### src/rtl/pipelined_control_unit_pkg.sv
// ---------------------------------------------------------------------------
// mips_ctrl_pkg
// Shared definitions for the pipelined MIPS control unit: opcode and funct
// codes, bit positions inside the memory and write-back control fields, the
// pc_src / reg_dest encodings, the halt state machine encoding and the
// control bundle that travels from ID into the ID/EX register.
// No ports (package).
// ---------------------------------------------------------------------------
package mips_ctrl_pkg;

  // Primary opcodes (instruction[31:26])
  localparam logic [5:0] OP_RTYPE = 6'b000000;
  localparam logic [5:0] OP_J     = 6'b000010;
  localparam logic [5:0] OP_JAL   = 6'b000011;
  localparam logic [5:0] OP_BEQ   = 6'b000100;
  localparam logic [5:0] OP_BNE   = 6'b000101;
  localparam logic [5:0] OP_ADDI  = 6'b001000;
  localparam logic [5:0] OP_SLTI  = 6'b001010;
  localparam logic [5:0] OP_ANDI  = 6'b001100;
  localparam logic [5:0] OP_ORI   = 6'b001101;
  localparam logic [5:0] OP_XORI  = 6'b001110;
  localparam logic [5:0] OP_LUI   = 6'b001111;
  localparam logic [5:0] OP_LB    = 6'b100000;
  localparam logic [5:0] OP_LH    = 6'b100001;
  localparam logic [5:0] OP_LW    = 6'b100011;
  localparam logic [5:0] OP_LBU   = 6'b100100;
  localparam logic [5:0] OP_LHU   = 6'b100101;
  localparam logic [5:0] OP_LWU   = 6'b100111;
  localparam logic [5:0] OP_SB    = 6'b101000;
  localparam logic [5:0] OP_SH    = 6'b101001;
  localparam logic [5:0] OP_SW    = 6'b101011;
  localparam logic [5:0] OP_NOP   = 6'b111110;
  localparam logic [5:0] OP_HALT  = 6'b111111;

  // R-type funct codes that change control flow
  localparam logic [5:0] FUNCT_JR   = 6'b001000;
  localparam logic [5:0] FUNCT_JALR = 6'b001001;

  // Bit positions inside mem_signals
  localparam int MEM_SIGN  = 5;
  localparam int MEM_READ  = 4;
  localparam int MEM_WRITE = 3;
  localparam int MEM_WORD  = 2;
  localparam int MEM_HALF  = 1;
  localparam int MEM_BYTE  = 0;

  // Access size one-hot values for mem_signals[2:0]
  localparam logic [2:0] SIZE_WORD = 3'b100;
  localparam logic [2:0] SIZE_HALF = 3'b010;
  localparam logic [2:0] SIZE_BYTE = 3'b001;

  // Write-back field: [2] reg_write, [1:0] result source
  localparam int         WB_REG_WRITE = 2;
  localparam logic [1:0] WB_SRC_MEM   = 2'b00;
  localparam logic [1:0] WB_SRC_ALU   = 2'b01;
  localparam logic [1:0] WB_SRC_PC8   = 2'b10;

  // Next-PC source select
  localparam logic [1:0] PC_SRC_SEQ    = 2'b00;
  localparam logic [1:0] PC_SRC_BRANCH = 2'b01;
  localparam logic [1:0] PC_SRC_JUMP   = 2'b10;
  localparam logic [1:0] PC_SRC_REG    = 2'b11;

  // Destination register select
  localparam logic [1:0] REG_DEST_RT  = 2'b00;
  localparam logic [1:0] REG_DEST_RD  = 2'b01;
  localparam logic [1:0] REG_DEST_R31 = 2'b10;

  // Halt drain state machine
  typedef enum logic [1:0] {
    ST_RUN    = 2'b00,
    ST_DRAIN  = 2'b01,
    ST_HALTED = 2'b10
  } state_t;

  // Control bundle produced by the decoder and held in the ID/EX register
  typedef struct packed {
    logic       tipeI;
    logic       beq;
    logic       bne;
    logic       jump;
    logic       jumpReg;
    logic [1:0] pcSrc;
    logic [1:0] regDest;
    logic [5:0] mem;
    logic [2:0] wb;
    logic       illegal;
    logic       halt;
  } ctrl_t;

  localparam ctrl_t CTRL_BUBBLE = '0;

  // Builds a mem_signals value from its three flags and the size one-hot
  function automatic logic [5:0] memSig(input logic sign, input logic read,
                                        input logic write, input logic [2:0] size);
    return {sign, read, write, size};
  endfunction

  // Builds a wb_signals value from reg_write and the result source
  function automatic logic [2:0] wbSig(input logic regWrite, input logic [1:0] src);
    return {regWrite, src};
  endfunction

endpackage

### src/rtl/pipelined_control_unit_if.sv
// ---------------------------------------------------------------------------
// pipelined_control_unit_if
// Bundles the IF/ID-side inputs and the ID/EX-side control outputs of the
// pipelined control unit.
//   master : the pipeline around the unit (drives instruction, stall, flush,
//            resume; consumes the registered control bundle)
//   slave  : the control unit itself
// Signals: instr_valid_i, opcode_i, funct_i, stall_i, flush_i, resume_i in;
//          valid_o, tipe_i_o, beq_o, bne_o, jump_o, jump_reg_o, pc_src_o,
//          reg_dest_o, mem_signals_o, wb_signals_o, opcode_o, illegal_o,
//          halt_o, halted_o, pc_write_en_o out.
// ---------------------------------------------------------------------------
interface pipelined_control_unit_if #(
  parameter int NB_OP     = 6,
  parameter int NB_FUNCT  = 6,
  parameter int N_REGDEST = 2
);

  logic                 instr_valid_i;
  logic [NB_OP-1:0]     opcode_i;
  logic [NB_FUNCT-1:0]  funct_i;
  logic                 stall_i;
  logic                 flush_i;
  logic                 resume_i;

  logic                 valid_o;
  logic                 tipe_i_o;
  logic                 beq_o;
  logic                 bne_o;
  logic                 jump_o;
  logic                 jump_reg_o;
  logic [1:0]           pc_src_o;
  logic [N_REGDEST-1:0] reg_dest_o;
  logic [5:0]           mem_signals_o;
  logic [2:0]           wb_signals_o;
  logic [NB_OP-1:0]     opcode_o;
  logic                 illegal_o;
  logic                 halt_o;
  logic                 halted_o;
  logic                 pc_write_en_o;

  modport master (
    output instr_valid_i, opcode_i, funct_i, stall_i, flush_i, resume_i,
    input  valid_o, tipe_i_o, beq_o, bne_o, jump_o, jump_reg_o, pc_src_o,
           reg_dest_o, mem_signals_o, wb_signals_o, opcode_o, illegal_o,
           halt_o, halted_o, pc_write_en_o
  );

  modport slave (
    input  instr_valid_i, opcode_i, funct_i, stall_i, flush_i, resume_i,
    output valid_o, tipe_i_o, beq_o, bne_o, jump_o, jump_reg_o, pc_src_o,
           reg_dest_o, mem_signals_o, wb_signals_o, opcode_o, illegal_o,
           halt_o, halted_o, pc_write_en_o
  );

endinterface

### src/rtl/pipelined_control_unit_decoder.sv
// ---------------------------------------------------------------------------
// main_decoder
// Purely combinational MIPS main decoder: opcode/funct -> control bundle.
// Unknown opcodes produce an all-zero bundle with the illegal flag set.
//   opcode_i : instruction[31:26]
//   funct_i  : instruction[5:0] (only inspected for R-type)
//   ctrl_o   : decoded control bundle
// ---------------------------------------------------------------------------
module main_decoder
  import mips_ctrl_pkg::*;
#(
  parameter int NB_OP    = 6,
  parameter int NB_FUNCT = 6
) (
  input  logic [NB_OP-1:0]    opcode_i,
  input  logic [NB_FUNCT-1:0] funct_i,
  output ctrl_t               ctrl_o
);

  // Start from an all-zero bundle so every field not named by an opcode
  // stays 0 and nothing can ever be left undriven.
  always_comb begin
    ctrl_o = CTRL_BUBBLE;
    case (opcode_i)
      OP_RTYPE: begin
        case (funct_i)
          FUNCT_JR: begin
            ctrl_o.jumpReg = 1'b1;
            ctrl_o.pcSrc   = PC_SRC_REG;
          end
          FUNCT_JALR: begin
            ctrl_o.jumpReg = 1'b1;
            ctrl_o.pcSrc   = PC_SRC_REG;
            ctrl_o.regDest = REG_DEST_RD;
            ctrl_o.wb      = wbSig(1'b1, WB_SRC_PC8);
          end
          default: begin
            ctrl_o.regDest = REG_DEST_RD;
            ctrl_o.wb      = wbSig(1'b1, WB_SRC_ALU);
          end
        endcase
      end
      OP_ADDI, OP_SLTI, OP_ANDI, OP_ORI, OP_XORI, OP_LUI: begin
        ctrl_o.tipeI = 1'b1;
        ctrl_o.wb    = wbSig(1'b1, WB_SRC_ALU);
      end
      OP_LW, OP_LH, OP_LB, OP_LHU, OP_LBU, OP_LWU: begin
        ctrl_o.tipeI = 1'b1;
        ctrl_o.wb    = wbSig(1'b1, WB_SRC_MEM);
        case (opcode_i)
          OP_LW:   ctrl_o.mem = memSig(1'b1, 1'b1, 1'b0, SIZE_WORD);
          OP_LH:   ctrl_o.mem = memSig(1'b1, 1'b1, 1'b0, SIZE_HALF);
          OP_LB:   ctrl_o.mem = memSig(1'b1, 1'b1, 1'b0, SIZE_BYTE);
          OP_LHU:  ctrl_o.mem = memSig(1'b0, 1'b1, 1'b0, SIZE_HALF);
          OP_LBU:  ctrl_o.mem = memSig(1'b0, 1'b1, 1'b0, SIZE_BYTE);
          default: ctrl_o.mem = memSig(1'b0, 1'b1, 1'b0, SIZE_WORD);
        endcase
      end
      OP_SW, OP_SH, OP_SB: begin
        ctrl_o.tipeI = 1'b1;
        case (opcode_i)
          OP_SW:   ctrl_o.mem = memSig(1'b0, 1'b0, 1'b1, SIZE_WORD);
          OP_SH:   ctrl_o.mem = memSig(1'b0, 1'b0, 1'b1, SIZE_HALF);
          default: ctrl_o.mem = memSig(1'b0, 1'b0, 1'b1, SIZE_BYTE);
        endcase
      end
      OP_BEQ: begin
        ctrl_o.beq   = 1'b1;
        ctrl_o.pcSrc = PC_SRC_BRANCH;
      end
      OP_BNE: begin
        ctrl_o.bne   = 1'b1;
        ctrl_o.pcSrc = PC_SRC_BRANCH;
      end
      OP_J: begin
        ctrl_o.jump  = 1'b1;
        ctrl_o.pcSrc = PC_SRC_JUMP;
      end
      OP_JAL: begin
        ctrl_o.jump    = 1'b1;
        ctrl_o.pcSrc   = PC_SRC_JUMP;
        ctrl_o.regDest = REG_DEST_R31;
        ctrl_o.wb      = wbSig(1'b1, WB_SRC_PC8);
      end
      OP_NOP: begin
        ctrl_o = CTRL_BUBBLE;
      end
      OP_HALT: begin
        ctrl_o.halt = 1'b1;
      end
      default: begin
        ctrl_o.illegal = 1'b1;
      end
    endcase
  end

endmodule

### src/rtl/pipelined_control_unit.sv
// ---------------------------------------------------------------------------
// pipelined_control_unit
// ID-stage control: decodes the IF/ID instruction and registers the control
// bundle into ID/EX, with stall (hold), flush (bubble) and a HALT drain state
// machine that freezes the PC until the instructions ahead have retired.
//   clock, reset : system clock, asynchronous active-high reset
//   bus (slave)  : instruction/hazard inputs and registered control outputs,
//                  plus halted_o and the combinational pc_write_en_o
// ---------------------------------------------------------------------------
module pipelined_control_unit
  import mips_ctrl_pkg::*;
#(
  parameter int NB_OP       = 6,
  parameter int NB_FUNCT    = 6,
  parameter int N_REGDEST   = 2,
  parameter int DRAIN_DEPTH = 3
) (
  input  logic                    clock,
  input  logic                    reset,
  pipelined_control_unit_if.slave bus
);

  localparam logic [3:0] DRAIN_LOAD = 4'(DRAIN_DEPTH - 1);

  ctrl_t            decoded;
  ctrl_t            ctrl_q;
  logic             valid_q;
  logic [NB_OP-1:0] opcode_q;
  state_t           state_q;
  state_t           state_d;
  logic [3:0]       drainCnt_q;
  logic [3:0]       drainCnt_d;
  logic             haltIn;

  main_decoder #(
    .NB_OP    (NB_OP),
    .NB_FUNCT (NB_FUNCT)
  ) u_decoder (
    .opcode_i (bus.opcode_i),
    .funct_i  (bus.funct_i),
    .ctrl_o   (decoded)
  );

  assign haltIn = decoded.halt & bus.instr_valid_i;

  // State register for the halt drain machine and its cycle counter.
  always_ff @(posedge clock or posedge reset) begin
    if (reset) begin
      state_q    <= ST_RUN;
      drainCnt_q <= 4'd0;
    end else begin
      state_q    <= state_d;
      drainCnt_q <= drainCnt_d;
    end
  end

  // Next-state logic. Only a HALT that actually lands in the stage register
  // (not stalled, not flushed) starts the drain; once draining, flushes have
  // no effect on the countdown.
  always_comb begin
    state_d    = state_q;
    drainCnt_d = drainCnt_q;
    case (state_q)
      ST_RUN: begin
        if (!bus.flush_i && !bus.stall_i && haltIn) begin
          state_d    = ST_DRAIN;
          drainCnt_d = DRAIN_LOAD;
        end
      end
      ST_DRAIN: begin
        if (drainCnt_q == 4'd0) begin
          state_d = ST_HALTED;
        end else begin
          drainCnt_d = drainCnt_q - 4'd1;
        end
      end
      ST_HALTED: begin
        if (bus.resume_i) begin
          state_d = ST_RUN;
        end
      end
      default: begin
        state_d    = ST_RUN;
        drainCnt_d = 4'd0;
      end
    endcase
  end

  // FSM outputs. The PC is frozen as soon as a valid HALT is sitting in ID so
  // nothing behind it is fetched, and stays frozen until resumed.
  always_comb begin
    bus.halted_o      = (state_q == ST_HALTED);
    bus.pc_write_en_o = (state_q == ST_RUN) && !bus.stall_i && !haltIn;
  end

  // ID/EX stage register. Flush and any non-RUN state insert a bubble ahead
  // of the stall hold; an empty IF/ID slot also loads a bubble so no stale
  // decode of a meaningless opcode reaches EX.
  always_ff @(posedge clock or posedge reset) begin
    if (reset) begin
      ctrl_q   <= CTRL_BUBBLE;
      valid_q  <= 1'b0;
      opcode_q <= '0;
    end else if (bus.flush_i || (state_q != ST_RUN)) begin
      ctrl_q   <= CTRL_BUBBLE;
      valid_q  <= 1'b0;
      opcode_q <= '0;
    end else if (!bus.stall_i) begin
      if (bus.instr_valid_i) begin
        ctrl_q   <= decoded;
        valid_q  <= 1'b1;
        opcode_q <= bus.opcode_i;
      end else begin
        ctrl_q   <= CTRL_BUBBLE;
        valid_q  <= 1'b0;
        opcode_q <= '0;
      end
    end
  end

  assign bus.valid_o       = valid_q;
  assign bus.tipe_i_o      = ctrl_q.tipeI;
  assign bus.beq_o         = ctrl_q.beq;
  assign bus.bne_o         = ctrl_q.bne;
  assign bus.jump_o        = ctrl_q.jump;
  assign bus.jump_reg_o    = ctrl_q.jumpReg;
  assign bus.pc_src_o      = ctrl_q.pcSrc;
  assign bus.reg_dest_o    = N_REGDEST'(ctrl_q.regDest);
  assign bus.mem_signals_o = ctrl_q.mem;
  assign bus.wb_signals_o  = ctrl_q.wb;
  assign bus.opcode_o      = opcode_q;
  assign bus.illegal_o     = ctrl_q.illegal;
  assign bus.halt_o        = ctrl_q.halt;

endmodule

### src/flat_wrapper.sv
// flat-port wrapper written by rule: the top's interface ports become plain ports
module pipelined_control_unit_flat import mips_ctrl_pkg::*;
#(
  parameter int NB_OP       = 6,
  parameter int NB_FUNCT    = 6,
  parameter int N_REGDEST   = 2,
  parameter int DRAIN_DEPTH = 3
)
  (clock, reset, bus_instr_valid_i, bus_opcode_i, bus_funct_i, bus_stall_i, bus_flush_i, bus_resume_i, bus_valid_o, bus_tipe_i_o, bus_beq_o, bus_bne_o, bus_jump_o, bus_jump_reg_o, bus_pc_src_o, bus_reg_dest_o, bus_mem_signals_o, bus_wb_signals_o, bus_opcode_o, bus_illegal_o, bus_halt_o, bus_halted_o, bus_pc_write_en_o);
  pipelined_control_unit_if #(.NB_OP(NB_OP), .NB_FUNCT(NB_FUNCT), .N_REGDEST(N_REGDEST)) bus_i ();
  input  logic clock;
  input  logic reset;
  input wire logic [$bits(bus_i.instr_valid_i)-1:0] bus_instr_valid_i;
  input wire logic [$bits(bus_i.opcode_i)-1:0] bus_opcode_i;
  input wire logic [$bits(bus_i.funct_i)-1:0] bus_funct_i;
  input wire logic [$bits(bus_i.stall_i)-1:0] bus_stall_i;
  input wire logic [$bits(bus_i.flush_i)-1:0] bus_flush_i;
  input wire logic [$bits(bus_i.resume_i)-1:0] bus_resume_i;
  output wire logic [$bits(bus_i.valid_o)-1:0] bus_valid_o;
  output wire logic [$bits(bus_i.tipe_i_o)-1:0] bus_tipe_i_o;
  output wire logic [$bits(bus_i.beq_o)-1:0] bus_beq_o;
  output wire logic [$bits(bus_i.bne_o)-1:0] bus_bne_o;
  output wire logic [$bits(bus_i.jump_o)-1:0] bus_jump_o;
  output wire logic [$bits(bus_i.jump_reg_o)-1:0] bus_jump_reg_o;
  output wire logic [$bits(bus_i.pc_src_o)-1:0] bus_pc_src_o;
  output wire logic [$bits(bus_i.reg_dest_o)-1:0] bus_reg_dest_o;
  output wire logic [$bits(bus_i.mem_signals_o)-1:0] bus_mem_signals_o;
  output wire logic [$bits(bus_i.wb_signals_o)-1:0] bus_wb_signals_o;
  output wire logic [$bits(bus_i.opcode_o)-1:0] bus_opcode_o;
  output wire logic [$bits(bus_i.illegal_o)-1:0] bus_illegal_o;
  output wire logic [$bits(bus_i.halt_o)-1:0] bus_halt_o;
  output wire logic [$bits(bus_i.halted_o)-1:0] bus_halted_o;
  output wire logic [$bits(bus_i.pc_write_en_o)-1:0] bus_pc_write_en_o;
  assign bus_i.instr_valid_i = bus_instr_valid_i;
  assign bus_i.opcode_i = bus_opcode_i;
  assign bus_i.funct_i = bus_funct_i;
  assign bus_i.stall_i = bus_stall_i;
  assign bus_i.flush_i = bus_flush_i;
  assign bus_i.resume_i = bus_resume_i;
  assign bus_valid_o = bus_i.valid_o;
  assign bus_tipe_i_o = bus_i.tipe_i_o;
  assign bus_beq_o = bus_i.beq_o;
  assign bus_bne_o = bus_i.bne_o;
  assign bus_jump_o = bus_i.jump_o;
  assign bus_jump_reg_o = bus_i.jump_reg_o;
  assign bus_pc_src_o = bus_i.pc_src_o;
  assign bus_reg_dest_o = bus_i.reg_dest_o;
  assign bus_mem_signals_o = bus_i.mem_signals_o;
  assign bus_wb_signals_o = bus_i.wb_signals_o;
  assign bus_opcode_o = bus_i.opcode_o;
  assign bus_illegal_o = bus_i.illegal_o;
  assign bus_halt_o = bus_i.halt_o;
  assign bus_halted_o = bus_i.halted_o;
  assign bus_pc_write_en_o = bus_i.pc_write_en_o;
  pipelined_control_unit #(.NB_OP(NB_OP), .NB_FUNCT(NB_FUNCT), .N_REGDEST(N_REGDEST), .DRAIN_DEPTH(DRAIN_DEPTH)) u_core (.clock(clock), .reset(reset), .bus(bus_i));
endmodule
### config.mk
export PLATFORM = sky130hd
export DESIGN_NAME = pipelined_control_unit_flat
export DESIGN_NICKNAME = d
export VERILOG_FILES = /design/src/rtl/pipelined_control_unit_pkg.sv /design/src/rtl/pipelined_control_unit_if.sv /design/src/rtl/pipelined_control_unit_decoder.sv /design/src/rtl/pipelined_control_unit.sv /design/src/flat_wrapper.sv
export SDC_FILE = /design/constraint.sdc
export NUM_CORES = 1
export LEC_CHECK = 0
export ABC_AREA = 1
export CAP_MARGIN = 15
export CORE_MARGIN = 1.5
export CORE_UTILIZATION = 38
export CTS_BUF_LIST = sky130_fd_sc_hd__clkbuf_16
export CTS_CLUSTER_DIAMETER = 150
export DETAILED_ROUTE_END_ITERATION = 12
export PLACE_DENSITY_LB_ADDON = 0.2
export SETUP_SLACK_MARGIN = 0.15
export SYNTH_ARGS = -nofsm -noshare
export SYNTH_HDL_FRONTEND = slang
export SYNTH_SLANG_ARGS = --single-unit
### constraint.sdc
create_clock -name clock -period 1.4 [get_ports clock]
set_clock_uncertainty 0.05 [all_clocks]
set_input_delay 0.28 -clock clock [delete_from_list [all_inputs] [get_ports clock]]
set_output_delay 0.28 -clock clock [all_outputs]
set_load 0.01 [all_outputs]
==> impl_metrics.env, run 1 <==
export IMPL_run_status="finished with violations"
export IMPL_violations="negative setup slack"
export IMPL_drtIter0Drc=74
export IMPL_utilization=0.644
export IMPL_clock_path_buffers=2
export IMPL_yosysUniqueCellTypes=31
export IMPL_wl_um=4710
export IMPL_grt_max_degree=30
export IMPL_wire_per_inst_um=13.2
export IMPL_drc=0
export IMPL_cts_root_buf="clkbuf_16"
export IMPL_syn_num_nets=233
export IMPL_cp_cell_sequence="buf_4, nor2_4, nand3_4, buf_6, or2_4, o21ai_2"
export IMPL_cellPowerDensity_nw_per_um2=930
export IMPL_ios=47
export IMPL_power_leakage_nw=1.40
export IMPL_critPathKind="register to register"
export IMPL_cp_required_ns=1.55
export IMPL_num_antenna_cells=0
export IMPL_antenna_left=0
export IMPL_grt_overflow_total=0
export IMPL_cts_buffers=5
export IMPL_antenna_found_initial=0
export IMPL_finalCritPeriodShare=1.02
export IMPL_clk_latency_ns=0.28
export IMPL_final_common_cell="nand2_1"
export IMPL_setup_viol_count_final=1
export IMPL_die_area_um2=4850
export IMPL_tightest_slew_ns=0.296
export IMPL_post_dp_hpwl_um=3120
export IMPL_whs_ns=0.177
export IMPL_fin_crit_ns=1.42
export IMPL_core_area_um2=4320
export IMPL_yosys_warnings=0
export IMPL_grt_pass1_vias=1715
export IMPL_end_kind="register"
export IMPL_syn_inst=213
export IMPL_start_util=0.390
export IMPL_drt_vias_per_instance=4.87
export IMPL_netlist_area_um2=1690
export IMPL_final_area_um2=2790
export IMPL_row_count=24
export IMPL_slew_headroom=0.803
export IMPL_ys_ff_latch=33
export IMPL_place_inst=345
export IMPL_fin_tns_setup_ns=-0.0211
export IMPL_max_clock_freq_mhz=704
export IMPL_ir_drop_uv=575
export IMPL_max_cap_viol_count=0
export IMPL_synth_yosys_seq_area_share=0.490
export IMPL_gp_congestion=0.852
export IMPL_crit_buf_inv=2
export IMPL_h_tree_depth=2
export IMPL_crit_path_start_kind="register"
export IMPL_slew_violations=0
export IMPL_postCtsHoldBufs=0
export IMPL_route_vias_total=1738
export IMPL_drtPass1Iterations=4
export IMPL_arrival_ns=1.57
export IMPL_post_dp_cell_area_um2=2470
export IMPL_fin_cells=357
export IMPL_pre_cts_ws_ns=-0.642
export IMPL_crit_fanout=3
export IMPL_fin_nets=324
export IMPL_tritoncts="built"
export IMPL_syn2layout_area_growth_pct=65.2
export IMPL_clkSinkCount=33
export IMPL_max_stage_delay_ns=0.38
export IMPL_crit_slowest_cell="dfrtp_1"
export IMPL_hp_class="input port to asynchronous set/reset pin"
export IMPL_hold_violations=0
export IMPL_grt_total_usage=0.200
export IMPL_layout_common_cells="nand2_1 (59), buf_4 (33), dfrtp_1 (33)"
export IMPL_grt_pass1_wl_um=7710
export IMPL_syn_avg_cell_area_um2=7.92
export IMPL_die_h_um=69.6
export IMPL_die_x_um=69.6
export IMPL_rsz0062_at_grt="yes"
export IMPL_power_total_mw=2.59
export IMPL_port_buffers=46
export IMPL_setup_slack_ns=-0.0211
export IMPL_drive_above_1_share=0.341
export IMPL_crit_family="simple AND/OR/NAND/NOR gates"
export IMPL_path_clk_slew_ns=0.05
[registers in the layout, summed over array words and instances, names as in the netlist, 2 cells and up]
register	flops
u_core.bus.mem_signals_o	6
u_core.bus.wb_signals_o	3
u_core.drainCnt_q	4
u_core.bus.pc_src_o	2
u_core.bus.opcode_o	6
u_core.state_q	2
u_core.bus.reg_dest_o	2
[metal layers]
metal | up-vias | global-route usage | routed length, µm
met2 | 51 | 0.303 | 2240
li1 | 874 | - | -
met5 | - | 0 | 0
met4 | 0 | 0.0833 | 102
met3 | 12 | 0.0509 | 212
met1 | 801 | 0.272 | 2160
[power breakdown]
part           switching, mW  total (mW)  internal, mW  leakage (nW)
Sequential            0.0269        1.03         0.999         0.453
Combinational          0.299       0.541         0.242         0.881
Clock                  0.382        1.02         0.642        0.0687
Total                  0.708        2.59          1.88          1.40
[cell type report]
class / instances / area (µm²)
multi-input combinational: 153 / 912
tap: 52 / 65.1
fill: 391 / 1540
sequential: 33 / 826
timing repair buffer: 87 / 751
clock inverter: 3 / 12.5
inverter: 24 / 95.1
clock buffer: 5 / 125
[timing repair]
action,in CTS,in global routing
setup endpoints to repair,61,40
setup buffers,3,0
pin swaps,11,9
gates resized for setup,112,32
gates cloned,1,0
[worst paths after layout]
path                                                startpoint                                 endpoint  slack (ns)  cells after the start
worst min register to register  u_core.bus.valid_o$_DFFE_PP0P_           u_core.bus.valid_o$_DFFE_PP0P_        0.42                      2
min in group clock              u_core.bus.valid_o$_DFFE_PP0P_           u_core.bus.valid_o$_DFFE_PP0P_        0.42                      2
worst min-delay path                                     reset         u_core.drainCnt_q[0]$_DFFE_PP0P_        0.18                      2
worst max register to register   u_core.state_q[1]$_DFFE_PP0P_             u_core.bus.beq_o$_DFFE_PP0P_       -0.02                      6
worst max-delay path             u_core.state_q[1]$_DFFE_PP0P_             u_core.bus.beq_o$_DFFE_PP0P_       -0.02                      6
max in group asynchronous                                reset  u_core.bus.mem_signals_o[1]$_DFFE_PP0P_        0.69                      3
[synth_stat cells]
cell type / instances / area, µm²
o21ai_2: 1 / 8.76
nand2_2: 2 / 12.5
nand3_2: 1 / 10.0
o31ai_1: 2 / 15.0
inv_1: 23 / 86.3
nand2_1: 67 / 251
a31oi_1: 1 / 6.26
dfrtp_1: 33 / 826
o211ai_1: 1 / 7.51
ha_1: 2 / 25.0
a22o_1: 1 / 8.76
nand4_2: 1 / 12.5
a211oi_1: 1 / 7.51
o21ai_0: 8 / 40.0
a21oi_1: 2 / 10.0
nor2_1: 21 / 78.8
o21ai_1: 3 / 15.0
nor4_1: 1 / 6.26
buf_6: 2 / 22.5
buf_4: 1 / 7.51
xnor2_1: 1 / 8.76
or2_4: 1 / 8.76
nor2_4: 1 / 11.3
o221ai_1: 1 / 8.76
o21bai_1: 1 / 7.51
nand2b_1: 1 / 6.26
nor2_2: 5 / 31.3
or2_1: 1 / 6.26
inv_2: 1 / 3.75
nand3_1: 21 / 105
nand4_1: 5 / 31.3
[cells by family after synthesis]
logic type	count (synthesis)	share of synthesized area
compound gates	22	0.0801
buf+inv	27	0.0712
fa+ha+maj	2	0.0148
simple gates	128	0.339
xor+xnor	1	0.00519
flops	33	0.490
(Power assumes the default switching activity.)
==> run 2, diff against run 1 <==
Settings changed: GPL_TIMING_DRIVEN set to 0, SKIP_LAST_GASP set to 1.
==> run 2 against run 1 <==
  * The run still ends with negative setup slack left
  * Clock power about the same
  * Combinational power decreased by 7.8%
  * Critical path depth decreased by 2
  * Via count increased by 0.23%
  * Hold slack improved by 0.16 ns
  * Maximum frequency decreased by 3.3%
  * Count of clock-buffer cells in the layout unchanged
  * Highest routed layer unchanged
==> impl_metrics.env, run 2 (same netlist as run 1, synthesis figures left out) <==
export IMPL_run_status="finished with violations"
export IMPL_violations="negative setup slack"
export IMPL_hp_class="input port to asynchronous set/reset pin"
export IMPL_port_buffers=46
export IMPL_ios=47
export IMPL_syn2layout_area_growth_pct=63.9
export IMPL_crit_slowest_cell="dfrtp_2"
export IMPL_slew_headroom=0.587
export IMPL_crit_path_start_kind="register"
export IMPL_final_common_cell="nand2_1"
export IMPL_fin_nets=310
export IMPL_die_x_um=69.6
export IMPL_cp_required_ns=1.07
export IMPL_drt_vias_per_instance=5.08
export IMPL_power_leakage_nw=1.37
export IMPL_post_dp_cell_area_um2=2240
export IMPL_max_stage_delay_ns=0.43
export IMPL_cellPowerDensity_nw_per_um2=927
export IMPL_max_cap_viol_count=0
export IMPL_tritoncts="built"
export IMPL_drc=0
export IMPL_drive_above_1_share=0.309
export IMPL_grt_total_usage=0.187
export IMPL_h_tree_depth=2
export IMPL_die_area_um2=4850
export IMPL_hold_violations=0
export IMPL_drtPass1Iterations=4
export IMPL_setup_viol_count_final=7
export IMPL_clock_path_buffers=2
export IMPL_drtIter0Drc=87
export IMPL_wl_um=4850
export IMPL_fill_cells=366
export IMPL_die_h_um=69.6
export IMPL_antenna_found_initial=0
export IMPL_antenna_left=0
export IMPL_critPathKind="register to output port"
export IMPL_cts_buffers=5
export IMPL_start_util=0.390
export IMPL_tightest_slew_ns=0.618
export IMPL_wire_per_inst_um=14.1
export IMPL_r2r_cells=8
export IMPL_grt_max_degree=21
export IMPL_path_clk_slew_ns=0.05
export IMPL_crit_family="flip-flops"
export IMPL_clkSinkCount=33
export IMPL_grt_pass1_wl_um=7200
export IMPL_arrival_ns=1.14
export IMPL_ir_drop_uv=769
export IMPL_whs_ns=0.337
export IMPL_grt_overflow_total=0
export IMPL_crit_buf_inv=2
export IMPL_end_kind="output port"
export IMPL_place_inst=312
export IMPL_row_count=24
export IMPL_num_antenna_cells=0
export IMPL_crit_fanout=3
export IMPL_max_clock_freq_mhz=680
export IMPL_postCtsHoldBufs=0
export IMPL_core_area_um2=4320
export IMPL_grt_pass1_vias=1565
export IMPL_finalCritPeriodShare=1.05
export IMPL_rsz0062_at_grt="yes"
export IMPL_gp_congestion=0.873
export IMPL_setup_slack_ns=-0.0699
export IMPL_fin_crit_ns=1.47
export IMPL_post_dp_hpwl_um=3010
export IMPL_layout_common_cells="nand2_1 (56), dfrtp_1 (32), clkdlybuf4s15_1 (26)"
export IMPL_fin_cells=343
export IMPL_cp_cell_sequence="inv_2, nand2_2, a211oi_2, buf_2"
export IMPL_final_area_um2=2770
export IMPL_route_vias_total=1742
export IMPL_slew_violations=0
export IMPL_cts_root_buf="clkbuf_16"
export IMPL_clk_latency_ns=0.28
export IMPL_cp_depth=4
[run 2: worst register-to-register path, cell delays in order, from the launching register on]
cell and delay (ns):
dfrtp_2 0.43, buf_4 0.15, nor2_4 0.12, buf_6 0.12, nand2_2 0.05, nor2_4 0.12
buf_6 0.12, buf_6 0.09, a22o_1 0.12
[run 2: where the power goes]
group	switching, mW	internal (mW)
sequential	0.0266	0.999
clock	0.395	0.645
combinational	0.283	0.216
[run 2: timing repair]
item / 4_1_cts / 5_1_grt
setup buffers: 15 / 7
cloned: 1 / 1
pin swaps: 5 / 9
endpoints found under the setup margin: 60 / 37
gates resized for setup: 103 / 45
[run 2: path summary, 6_finish.rpt]
| check | from | to | slack [ns] |
|---|---|---|---|
| setup / recovery | u_core.state_q[0]$_DFFE_PP0P_ | bus_pc_write_en_o | -0.07 |
| hold / removal | reset | u_core.bus.halt_o$_DFFE_PP0P_ | 0.34 |
| setup reg to reg | u_core.state_q[0]$_DFFE_PP0P_ | u_core.bus.mem_signals_o[3]$_DFFE_PP0P_ | -0.04 |
| hold reg to reg | u_core.drainCnt_q[1]$_DFFE_PP0P_ | u_core.drainCnt_q[1]$_DFFE_PP0P_ | 0.42 |
| max in group asynchronous | reset | u_core.bus.mem_signals_o[5]$_DFFE_PP0P_ | 0.45 |
| min in group clock | bus_opcode_i[1] | u_core.bus.mem_signals_o[1]$_DFFE_PP0P_ | 0.34 |
[run 2: per-layer routing]
layer  up-vias  part of all wire  GRT usage  wire length (µm)
li1        848                 -          -                 -
met1       827              0.43      0.254              2100
met2        62              0.51      0.296              2460
met3         5             0.053     0.0494               255
met4         0            0.0078     0.0556                38
met5         -                 0          0                 0
[run 2: area by class of cell]
type / count / area [µm²] / share of cell area
tap: 52 / 65.1 / 0.0235
clock buffer: 5 / 125 / 0.0452
timing repair buffer: 70 / 684 / 0.248
clock inverter: 3 / 13.8 / 0.00498
buffer: 3 / 41.3 / 0.0149
multi-input combinational: 153 / 913 / 0.330
inverter: 24 / 95.1 / 0.0344
sequential: 33 / 827 / 0.299
[run 2: stage by stage]
stage / worst slack (ns) / setup TNS, ns / power [mW] / utilization
after floorplan: 0.173 / 0 / 1.28 / -
after global placement: -0.822 / -24.90 / 1.42 / 0.512
after detailed placement: -0.771 / -10.56 / 1.44 / 0.518
after CTS: -0.0629 / -0.0629 / 2.50 / 0.595
after global routing: -0.0991 / -0.849 / 2.66 / 0.639
final: -0.0699 / -0.164 / 2.56 / 0.639
==> run 3, diff against run 2 <==
Settings changed: CORE_UTILIZATION 38 to 45.
==> run 3 against run 2 <==
  * The run still ends with negative setup slack left
  * Global-route usage grew 3.4 points
  * Via count shrank 2.0%
  * Clock power is essentially flat
  * Die area shrank 15%
  * Register-to-register slack is essentially flat
  * Hold slack lost 0.025 ns
  * Power grew 1.0%
  * Critical endpoint unchanged
  * Largest cell class unchanged
  * Largest power group is now sequential cells
==> impl_metrics.env, run 3 (same netlist as run 1, synthesis figures left out) <==
export IMPL_die_area_um2=4120
export IMPL_cts_buffers=5
export IMPL_postCtsHoldBufs=0
export IMPL_tightest_slew_ns=0.568
export IMPL_grt_max_degree=22
export IMPL_gp_congestion=0.849
export IMPL_fin_crit_ns=1.49
export IMPL_post_dp_hpwl_um=2900
export IMPL_hp_class="input port to asynchronous set/reset pin"
export IMPL_grt_pass1_vias=1569
export IMPL_power_leakage_nw=1.34
export IMPL_run_status="finished with violations"
export IMPL_whs_ns=0.312
export IMPL_startpoint="u_core.state_q[1]$_DFFE_PP0P_"
export IMPL_wl_um=4510
export IMPL_setup_slack_ns=-0.0946
export IMPL_clock_path_buffers=2
export IMPL_fill_cells=286
export IMPL_row_count=22
export IMPL_die_h_um=64.2
export IMPL_slew_violations=0
export IMPL_syn2layout_area_growth_pct=55.7
export IMPL_grt_pass1_wl_um=7020
export IMPL_cts_root_buf="clkbuf_16"
export IMPL_drtPass1Iterations=4
export IMPL_start_util=0.464
export IMPL_clkSinkCount=33
export IMPL_fin_nets=308
export IMPL_layout_common_cells="nand2_1 (57), dfrtp_1 (32), nand3_1 (21), clkdlybuf4s15_1 (21)"
export IMPL_rsz0062_at_grt="yes"
export IMPL_tritoncts="built"
export IMPL_violations="negative setup slack"
export IMPL_r2r_start="u_core.state_q[1]$_DFFE_PP0P_"
export IMPL_finalCritPeriodShare=1.07
export IMPL_cp_required_ns=1.07
export IMPL_num_antenna_cells=0
export IMPL_antenna_found_initial=0
export IMPL_arrival_ns=1.16
export IMPL_drt_vias_per_instance=5.07
export IMPL_slew_headroom=0.621
export IMPL_cellPowerDensity_nw_per_um2=986
export IMPL_route_vias_total=1707
export IMPL_pre_cts_ws_ns=-0.773
export IMPL_end_kind="output port"
export IMPL_max_clock_freq_mhz=669
export IMPL_critPathKind="register to output port"
export IMPL_crit_fanout=2
export IMPL_hold_violations=0
export IMPL_utilization=0.723
export IMPL_antenna_left=0
export IMPL_drtIter0Drc=115
export IMPL_max_cap_viol_count=0
export IMPL_h_tree_depth=2
export IMPL_ios=47
export IMPL_drive_above_1_share=0.298
export IMPL_top_usage_layer="met2"
export IMPL_grt_total_usage=0.221
export IMPL_use_met2=0.363
export IMPL_port_buffers=46
export IMPL_power_total_mw=2.59
export IMPL_ir_drop_uv=774
export IMPL_crit_path_start_kind="register"
export IMPL_fin_tns_setup_ns=-0.141
export IMPL_grtUsageMet1=0.292
export IMPL_die_x_um=64.2
export IMPL_wire_per_inst_um=13.4
export IMPL_clk_latency_ns=0.27
export IMPL_core_area_um2=3630
export IMPL_drc=0
export IMPL_use_met3=0.0475
export IMPL_setup_viol_count_final=3
export IMPL_final_common_cell="nand2_1"
export IMPL_path_clk_slew_ns=0.05
export IMPL_grt_overflow_total=0
## run 3: worst max-delay path, cell delays in order (launching register included)
cell	delay [ns]
dfrtp_1	0.39
inv_2	0.08
nand2_2	0.06
a211oi_2	0.20
buf_2	0.16
## run 3: repair_timing
item | in CTS | in global routing
setup buffers | 7 | 13
resized for setup | 89 | 42
endpoints found under the hold margin | 0 | 0
pin swaps | 4 | 8
cloned | 0 | 1
endpoints found under the setup margin | 61 | 41
## run 3: through the flow
step,std cells,cell area (µm²)
3_3_place_gp,307,2210
2_1_floorplan,213,1690
6_report,337,2630
3_5_place_dp,308,2230
4_1_cts,323,2460
5_1_grt,337,2630
## run 3: final timing paths
path / slack (ns) / depth (start not counted) / end
max reg2reg: -0.03 / 6 / u_core.bus.beq_o$_DFFE_PP0P_
min: 0.31 / 2 / u_core.bus.jump_reg_o$_DFFE_PP0P_
min reg2reg: 0.42 / 2 / u_core.bus.opcode_o[0]$_DFFE_PP0P_
max in group asynchronous: 0.47 / 3 / u_core.state_q[0]$_DFFE_PP0P_
max: -0.09 / 4 / bus_pc_write_en_o
min in group clock: 0.34 / 4 / u_core.bus.mem_signals_o[1]$_DFFE_PP0P_
## run 3: layout make-up
class / instances / area, µm² / share of cell area
Clock inverter: 3 / 13.8 / 0.00524
Multi-Input combinational cell: 153 / 876 / 0.333
Clock buffer: 5 / 125 / 0.0476
Tap cell: 48 / 60.1 / 0.0229
Buffer: 3 / 33.8 / 0.0129
Sequential cell: 33 / 827 / 0.315
Inverter: 24 / 92.6 / 0.0353
Timing Repair Buffer: 68 / 598 / 0.228
## run 3: routing by layer
layer  vias to the layer above  share of wire  wire, µm
met5                         -              0         0
met4                         0          0.018        81
met3                        11          0.057       256
met2                        61           0.49      2190
met1                       797           0.44      1980
li1                        838              -         -
## run 3: where the power goes
group          total (mW)  leakage, nW  internal (mW)  switching (mW)
logic               0.527        0.815          0.230           0.297
clock network        1.03       0.0748          0.644           0.388
registers            1.03        0.452          0.999          0.0317
